===== config.mk =====
export PLATFORM = sky130hd
export DESIGN_NAME = cpstr_mgr_tx
export DESIGN_NICKNAME = d
export VERILOG_FILES = /design/src/rtl/cpstr_mgr_tx.sv
export SDC_FILE = /design/constraint.sdc
export NUM_CORES = 1
export LEC_CHECK = 0
export BUFFER_PORTS_ARGS = -buffer_cell sky130_fd_sc_hd__buf_2
export CORE_MARGIN = 10
export CORE_UTILIZATION = 36
export DETAILED_ROUTE_END_ITERATION = 16
export GPL_TIMING_DRIVEN = 0
export PLACE_DENSITY = 0.71
export SLEW_MARGIN = 20
export SYNTH_ARGS = -nofsm -noshare
export SYNTH_HDL_FRONTEND = slang
export SYNTH_SLANG_ARGS = --single-unit

===== constraint.sdc =====
create_clock -name i_clk -period 7.31 [get_ports i_clk]
set_input_delay 1.0965 -clock i_clk [delete_from_list [all_inputs] [get_ports i_clk]]
set_output_delay 1.0965 -clock i_clk [all_outputs]
set_load 0.01 [all_outputs]

===== src/rtl/cpstr_mgr_tx.sv =====
// Device->host channelised byte stream merger.
// Marks stream switches with {ESC,idx} and escapes literal ESC bytes.
module cpstr_mgr_tx #(
  parameter int          NUM_STREAMS = 4,
  parameter logic [7:0]  ESC_CHAR    = 8'h1B,
  parameter int          MAX_BURST   = 256
) (
  input  logic                     i_clk,
  input  logic                     i_rst,
  input  logic [8*NUM_STREAMS-1:0] i_data,
  input  logic [NUM_STREAMS-1:0]   i_valid,
  output logic [NUM_STREAMS-1:0]   o_ready,
  output logic [7:0]               o_data,
  output logic                     o_valid,
  input  logic                     i_ready,
  input  logic                     i_send_stridx,
  output logic [3:0]               o_stridx
);
  localparam int IW = (NUM_STREAMS > 1) ? $clog2(NUM_STREAMS) : 1;
  localparam int CW = $clog2(MAX_BURST + 1);

  typedef enum logic [2:0] {
    ARB, SEL_ESC, SEL_IDX, DATA, LIT2
  } state_t;

  state_t          r_state;
  logic [IW-1:0]   r_cur;
  logic [CW-1:0]   r_cnt;
  logic            r_pend;
  logic            r_late;
  logic [7:0]      r_odata;
  logic            r_ovalid;

  state_t                 w_nstate;
  logic [IW-1:0]          w_ncur;
  logic [IW-1:0]          w_rr_k;
  logic [IW-1:0]          w_rr_idx;
  logic                   w_rr_hit;
  logic [NUM_STREAMS-1:0] w_mask;
  logic [NUM_STREAMS-1:0] w_ready;
  logic [7:0]             w_byte;
  logic [7:0]             w_ldata;
  logic                   w_free;
  logic                   w_cur_v;
  logic                   w_others;
  logic                   w_sat;
  logic                   w_load;
  logic                   w_sw;
  logic                   w_idx_done;
  logic                   w_cnt_inc;

  assign w_free   = !r_ovalid || i_ready;
  assign w_mask   = NUM_STREAMS'(1) << r_cur;
  assign w_cur_v  = i_valid[r_cur];
  assign w_others = |(i_valid & ~w_mask);
  assign w_sat    = (r_cnt == CW'(MAX_BURST));
  assign w_byte   = i_data[{r_cur, 3'b000} +: 8];

  // Descending scan so the nearest stream after cur wins.
  always_comb begin
    w_rr_hit = 1'b0;
    w_rr_idx = r_cur;
    w_rr_k   = r_cur;
    for (int i = NUM_STREAMS - 1; i >= 1; i--) begin
      w_rr_k = IW'((int'(r_cur) + i) % NUM_STREAMS);
      if (i_valid[w_rr_k]) begin
        w_rr_hit = 1'b1;
        w_rr_idx = w_rr_k;
      end
    end
  end

  always_comb begin
    w_nstate   = r_state;
    w_ncur     = r_cur;
    w_ready    = '0;
    w_load     = 1'b0;
    w_ldata    = r_odata;
    w_sw       = 1'b0;
    w_idx_done = 1'b0;
    w_cnt_inc  = 1'b0;
    unique case (r_state)
      ARB: begin
        if (w_cur_v && !(w_sat && w_others)) begin
          w_nstate = r_pend ? SEL_ESC : DATA;
        end else if (w_rr_hit) begin
          w_ncur   = w_rr_idx;
          w_sw     = 1'b1;
          w_nstate = SEL_ESC;
        end
      end
      SEL_ESC: begin
        if (w_free) begin
          w_load   = 1'b1;
          w_ldata  = ESC_CHAR;
          w_nstate = SEL_IDX;
        end
      end
      SEL_IDX: begin
        if (w_free) begin
          w_load     = 1'b1;
          w_ldata    = 8'(r_cur);
          w_idx_done = 1'b1;
          w_nstate   = DATA;
        end
      end
      DATA: begin
        if (!w_cur_v || (w_sat && w_others)) begin
          w_nstate = ARB;
        end else if (r_pend) begin
          w_nstate = SEL_ESC;
        end else if (w_free) begin
          w_ready   = w_mask;
          w_load    = 1'b1;
          w_ldata   = w_byte;
          w_cnt_inc = 1'b1;
          if (w_byte == ESC_CHAR) w_nstate = LIT2;
        end
      end
      LIT2: begin
        if (w_free) begin
          w_load   = 1'b1;
          w_ldata  = ESC_CHAR;
          w_nstate = DATA;
        end
      end
      default: w_nstate = ARB;
    endcase
  end

  always_ff @(posedge i_clk) begin
    if (i_rst) begin
      r_state  <= ARB;
      r_cur    <= '0;
      r_cnt    <= '0;
      r_pend   <= 1'b1;
      r_late   <= 1'b0;
      r_odata  <= 8'h00;
      r_ovalid <= 1'b0;
    end else begin
      r_state <= w_nstate;
      r_cur   <= w_ncur;
      if (w_idx_done) r_cnt <= '0;
      else if (w_cnt_inc && !w_sat) r_cnt <= r_cnt + CW'(1);
      // A request seen while in SEL_IDX must survive the clear.
      if (r_state == SEL_IDX && !w_idx_done)
        r_late <= r_late || i_send_stridx;
      else
        r_late <= 1'b0;
      if (w_idx_done) r_pend <= r_late || i_send_stridx;
      else r_pend <= r_pend || i_send_stridx || w_sw;
      if (w_load) begin
        r_odata  <= w_ldata;
        r_ovalid <= 1'b1;
      end else if (i_ready) begin
        r_ovalid <= 1'b0;
      end
    end
  end

  assign o_ready  = w_ready;
  assign o_data   = r_odata;
  assign o_valid  = r_ovalid;
  assign o_stridx = 4'(r_cur);
endmodule


### Word-level counts from Yosys, hierarchy flattened

Cells that the tools add are included.

| storage, ports and cells | value |
|---|---|
| memories | 0 |
| RAM bits | 0 |
| register bits | 25 |
| bits of input ports | 40 |
| output and inout port bits | 17 |
| latch bits | 0 |
| word-level logic and storage cells | 110 |
| ROM bits | 0 |

| operators by class | value |
|---|---|
| $lt $le $gt $ge | 4 |
| shift operators | 2 |
| bitwise gates (word level) | 4 |
| multiply operators | 0 |
| eq/ne operators | 16 |
| reductions and logical operators | 27 |
| div/mod/pow operators | 0 |
| mux-type cells | 46 |
| add/subtract/negate cells | 4 |

Operators by type and width:

| cell | count |
|---|---|
| 2-to-1 mux 8 bit | 5 |
| indexed part select 32 x 6 -> 8 bit | 1 |
| 2-to-1 mux 3 bit | 8 |
| case mux 8 bit (3 select lines) | 1 |
| 2-to-1 mux 1 bit | 18 |
| 2-to-1 mux 4 bit | 4 |
| less-than comparator 2 x 3 -> 1 bit (second input constant) | 4 |
| case mux 3 bit (4 select lines) | 1 |
| != test 2 bit (second input constant) | 5 |
| adder 9 x 1 -> 9 bit (second input constant) | 1 |
| equality test 9 bit (second input constant) | 1 |
| binary-select mux 1 bit (select 2 bit) | 4 |
| equality test 8 x 5 -> 1 bit (second input constant) | 1 |
| 2-to-1 mux 2 bit | 4 |
| != test 4 bit (second input constant) | 2 |
| OR reduction 2 bit | 4 |
| AND reduction 7 bit | 1 |
| equality test 3 x 2 -> 1 bit (second input constant) | 2 |
| nonzero test 3 bit | 2 |
| zero test 1 bit | 5 |
| logical OR 1 bit | 5 |
| AND reduction 5 bit | 1 |
| adder 2 bit (second input constant) | 2 |
| bitwise AND 4 bit | 1 |
| other kinds (15) | 20 |

### Logic depth before layout (Yosys ltp)

| depth | value |
|---|---|
| word-level depth | 11 |
| depth in mapped cells | 11 |

### Least setup slack after synthesis

No wires, ideal clock.

| timing path | value |
|---|---|
| path type | input to output |
| start point | input port i_valid[3] |
| end point | output port o_ready[0] |
| path slack | 3862 ps |
| data arrival time | 2352 ps |
| cell stages on the path | 6 |
| cells stage by stage | mux2i_1 -> mux2_2 -> a2111o_1 -> buf_4 -> nor2_1 -> and2_1 |

| on the way | value |
|---|---|
| cells in the longest elaborated chain, start to end | 6 |
| elaborated cells between the ends (all ways) | 9 |
| those cells by class | 4 x mux; 1 x bitwise; 4 x reduce/logical |

RTL lines:

| item | line | RTL |
|---|---|---|
| start, declared | 11 | `input logic [NUM_STREAMS-1:0] i_valid,` |
| binary-select mux 1 bit (select 2 bit) or bitwise AND 4 bit (tied branches) | 54, 55 |  |
| 2-to-1 mux 1 bit (implied by the code) or OR reduction 4 bit (tied branches) | 54, 55 |  |
| zero test 1 bit or logical AND 1 bit (tied branches) | 108 | `if (!w_cur_v \|\| (w_sat && w_others)) begin` |
| logical OR 1 bit (*) | 108 |  |
| 2-to-1 mux 4 bit (*) | 108 |  |
| 2-to-1 mux 4 bit (*) | 82 | `unique case (r_state)` |
| end, declared | 12 | `output logic [NUM_STREAMS-1:0] o_ready,` |

Mark *: on every way between the ends. The rest lies on a longest branch, timed or not. The select of a mux whose other input is x is not followed.

### Worst setup path in the final report

| timing path | value |
|---|---|
| start point | register r_cur[0] |
| end point | output port o_ready[0] |

| on the way | value |
|---|---|
| cells in the longest elaborated chain, start to end | 8 |
| elaborated cells between the ends (all ways) | 13 |
| those cells by class | 1 x shift; 6 x mux; 2 x bitwise; 4 x reduce/logical |

RTL lines:

| item | line | RTL |
|---|---|---|
| start, declared | 27 | `logic [IW-1:0] r_cur;` |
| start signal, assigned | 142 | `r_cur <= w_ncur;` |
| << shifter 1 x 2 -> 4 bit | 53 | `assign w_mask = NUM_STREAMS'(1) << r_cur;` |
| NOT 4 bit | 55 | `assign w_others = \|(i_valid & ~w_mask);` |
| bitwise AND 4 bit | 55 |  |
| OR reduction 4 bit | 55 |  |
| logical AND 1 bit | 108 |  |
| logical OR 1 bit | 108 |  |
| 2-to-1 mux 4 bit (*) | 108 |  |
| 2-to-1 mux 4 bit (*) | 82 |  |

Marked as above.

==> summary.md <==
| Metric | Value |
|---|---|
| CTS root buffer | `clkbuf_8` |
| IO buf count | `between 50 and 60` |
| Arr. time, crit path | `between 2000 and 3000 ps` |
| Clock Sinks | `25` |
| Final core utilization | `46.1%` |
| H-Tree Depth | `1` |
| Global placement routability congestion | `0.896` |
| Via count | `1675` |
| Grt ovf | `0` |
| Max Slew Vio Count | `0` |
| Layout cells sized above 1 | `around 35%` |
| Post-synth EDFFs | `0` |
| Final Instance Area | `between 2000 and 2500 um^2` |
| HP Class | `reg2reg` |
| Ports | `between 50 and 60` |
| Endpoints failing hold | `0` |
| Number of global-route vias before repair | `1733` |
| Synth Warn # | `0` |
| CP max stage cell | `a2111o_1` |
| Core Rows | `25` |
| Clk_lat worst skew | `roughly 260 ps` |
| Fin crit share | `between 50% and 60%` |
| TritonCTS clock tree | `yes` |
| Die Span X | `91.2 um` |
| CP max stage delay | `about 520 ps` |
| Setup crit start kind | `flop` |
| Post-CTS Setup Bufs | `0` |
| Gr usage total | `11.4%` |
| Crit Path Class | `reg2out` |
| Max Cap Viol | `0` |
| Syn-to-layout area delta | `21.8%` |
| Pleak | `0.878 nW` |
| DRC Markers | `0` |
| Mean Syn Cell Area | `9.03 um^2` |
| Setup ws final | `roughly 3300 ps` |
| Die Y | `between 90 and 100 um` |
| Syn Inst Count | `202` |
| Met3 WL | `128 um` |
| Via/cell ratio | `5.12` |
| Routed wire per std cell | `14.6 um` |
| Layout Nets | `307` |
| Run status | `finished, final reports clean` |
| Cell area after synthesis | `1820 um^2` |
| RR Startpoint | `r_cur[0]$_SDFFE_PP0P_` |
| Power per cell area | `268 nW/um^2` |
| Clk_skew | `3.88 ps` |
| CP Cell Sequence | `buf_6 -> buf_2 -> inv_1 -> ha_1 -> nand2b_1 -> o2111ai_1 -> a2111o_1 -> buf_4 -> nor2_1 -> and2_1 -> buf_2` |
| Crit path launch | `r_cur[0]$_SDFFE_PP0P_` |
| Capture point of the worst path | `o_ready[0]` |
| First-pass GRT wire length | `between 8000 and 9000 um` |
| Hold_buf cts | `0` |
| Die area | `8310 um^2` |
| Crit. End Element | `output pin` |
| Max Fanout on Critical Path | `10` |
| Most used cell, CP | `buf_2` |
| Initial core utilization | `37.9%` |
| Asr flop ratio synth | `0%` |
| CTS resizes | `0` |
| R2r worst-path depth | `11` |
| Final setup fails | `0` |
| Distinct cells, synth | `53` |
| Crit path buf inv count | `5` |
| Met1 Wirelength | `about 2200 um` |
| Slew Limit Headroom | `between 60% and 70%` |
| Met2 wire length | `2340 um` |
| RSZ-0062 raised after global routing | `false` |
| Setup tns final | `0 ps` |
| Ys flop type | `dfxtp_1` |
| Worst R2R End | `r_cnt[6]$_SDFFE_PP0P_` |
| First drt pass iteration count | `4` |
| # diodes | `0` |
| Post-detail-place hpwl | `around 3800 um` |
| Slew @ Worst Pin | `572 ps` |
| Layout filler cell count | `507` |
| Initial antenna violation count | `0` |
| Required @ worst endpoint | `6210 ps` |
| Dpl cell area | `2180 um^2` |
| CP delay by family, top | `buffers and inverters` |
| Worst VDD drop | `0.169 mV` |
| Crit path time final | `4000 ps` |
| WL final | `between 4000 and 5000 um` |
| Detail Route Antenna Nets | `0` |
| Total CTS buffers | `3` |
| Core outline area | `4820 um^2` |
| Place WS | `roughly 3400 ps` |
| Register-to-register setup slack | `4530 ps` |
| Tot Pwr | `a little under 0.6 mW` |
| Most common cell after layout, fill and taps aside | `buf_2` |
| Initial DRC Count | `roughly 130` |
| CTS clk-pin slew, worst paths | `approximately 90 ps` |
| Seq/Total Area, Yosys | `27.4%` |
| Yosys reg bits | `25` |
| WP depth | `11` |
| Top layer in use | `met4` |
| Commonest cells after routing, fill and taps aside | `buf_2 (54), dfxtp_1 (25), nor2_1 (24)` |
| Largest net degree at the start of global routing | `14` |
| Max clock buf depth | `2` |
| Peak Freq | `0.250 GHz` |
logic make-up (layout without fill, tap and decap cells):
logic type | after synthesis | after routing | synth area share [%]
xor gates and xnor gates | 10 | 10 | 4.80
AOI/OAI and AO/OA | 33 | 33 | 12.8
muxes | 19 | 19 | 16.7
buffers and inverters | 23 | 80 | 6.04
DFF | 25 | 25 | 27.4
adders and majority gates | 6 | 6 | 4.12
other | 1 | 2 | 0.206
and+or+nand+nor | 85 | 85 | 28.0
where the power goes:
group / total [mW] / internal (mW) / switching (mW)
combinational: 0.335 / 0.159 / 0.176
sequential: 0.178 / 0.157 / 0.0214
clock: 0.0811 / 0.0389 / 0.0422
cells in the mapped netlist, types with 2 or more instances:
master / number / area share [%]
a211oi_1: 2 / 0.82
a21oi_1: 6 / 1.6
a311oi_1: 2 / 0.96
a31oi_1: 4 / 1.4
and2_1: 5 / 1.7
buf_1: 2 / 0.41
buf_4: 4 / 1.6
clkbuf_1: 6 / 1.2
dfxtp_1: 25 / 27
ha_1: 6 / 4.1
inv_1: 9 / 1.9
mux2i_1: 9 / 4.9
mux4_2: 9 / 11
nand2_1: 14 / 2.9
nand2b_1: 10 / 3.4
nand3_1: 4 / 1.1
nor2_1: 24 / 4.9
nor2b_1: 2 / 0.69
nor3_1: 4 / 1.1
nor4_2: 3 / 2.1
nor4b_2: 2 / 1.6
o21ai_0: 6 / 1.6
o22ai_1: 2 / 0.69
o31ai_1: 2 / 0.82
or3b_2: 4 / 1.9
xnor2_1: 9 / 4.3
metal layers:
layer  vias to the layer above  GRT usage (%)
met2                        35           19.8
li1                        840              -
met5                         -              0
met3                         6           1.23
met1                       794           14.3
met4                         0           3.66
worst min path at each step:
stage | start | endpoint | cells past startpoint
after floorplan | r_late$_SDFF_PP0_ | r_pend$_SDFF_PP1_ | 2
after global placement | o_data[5]$_SDFFE_PP0P_ | o_data[5]$_SDFFE_PP0P_ | 2
after detailed placement | o_data[5]$_SDFFE_PP0P_ | o_data[5]$_SDFFE_PP0P_ | 2
after CTS | o_data[5]$_SDFFE_PP0P_ | o_data[5]$_SDFFE_PP0P_ | 2
after global routing | o_data[7]$_SDFFE_PP0P_ | o_data[7]$_SDFFE_PP0P_ | 2
final | o_data[5]$_SDFFE_PP0P_ | o_data[5]$_SDFFE_PP0P_ | 2
worst register-to-register path, delay by kind of cell, from the launching register on:
family                   cells  cell delay [ps]
AO/OA/AOI/OAI                2              760
buffers and inverters        4              740
AND/OR/NAND/NOR              3              450
flip-flops                   1              370
adder cells (fa/ha/maj)      1              180
XOR/XNOR                     1              160
registers in the layout (all words and copies together), names as in the netlist:
register / flops
r_cur: 2
r_pend: 1
o_valid: 1
r_cnt: 9
r_late: 1
o_data: 8
r_state: 3
area by class of cell:
class	instances	area, um^2	share of cell area, %
flip-flops and latches	25	500	22.5
clock buffers	4	45.0	2.03
well taps	67	83.8	3.77
repair buffers	53	265	11.9
multi-input cells	155	1220	54.8
plain buffers	14	76.3	3.43
inverters	9	33.8	1.52
through the flow:
step,hold WS [ps],cells
floorplan,454,203
global placement,436,323
detailed placement,441,323
CTS,453,327
global route,486,327
finish,454,327
Power figures use the tool's default switching activity.
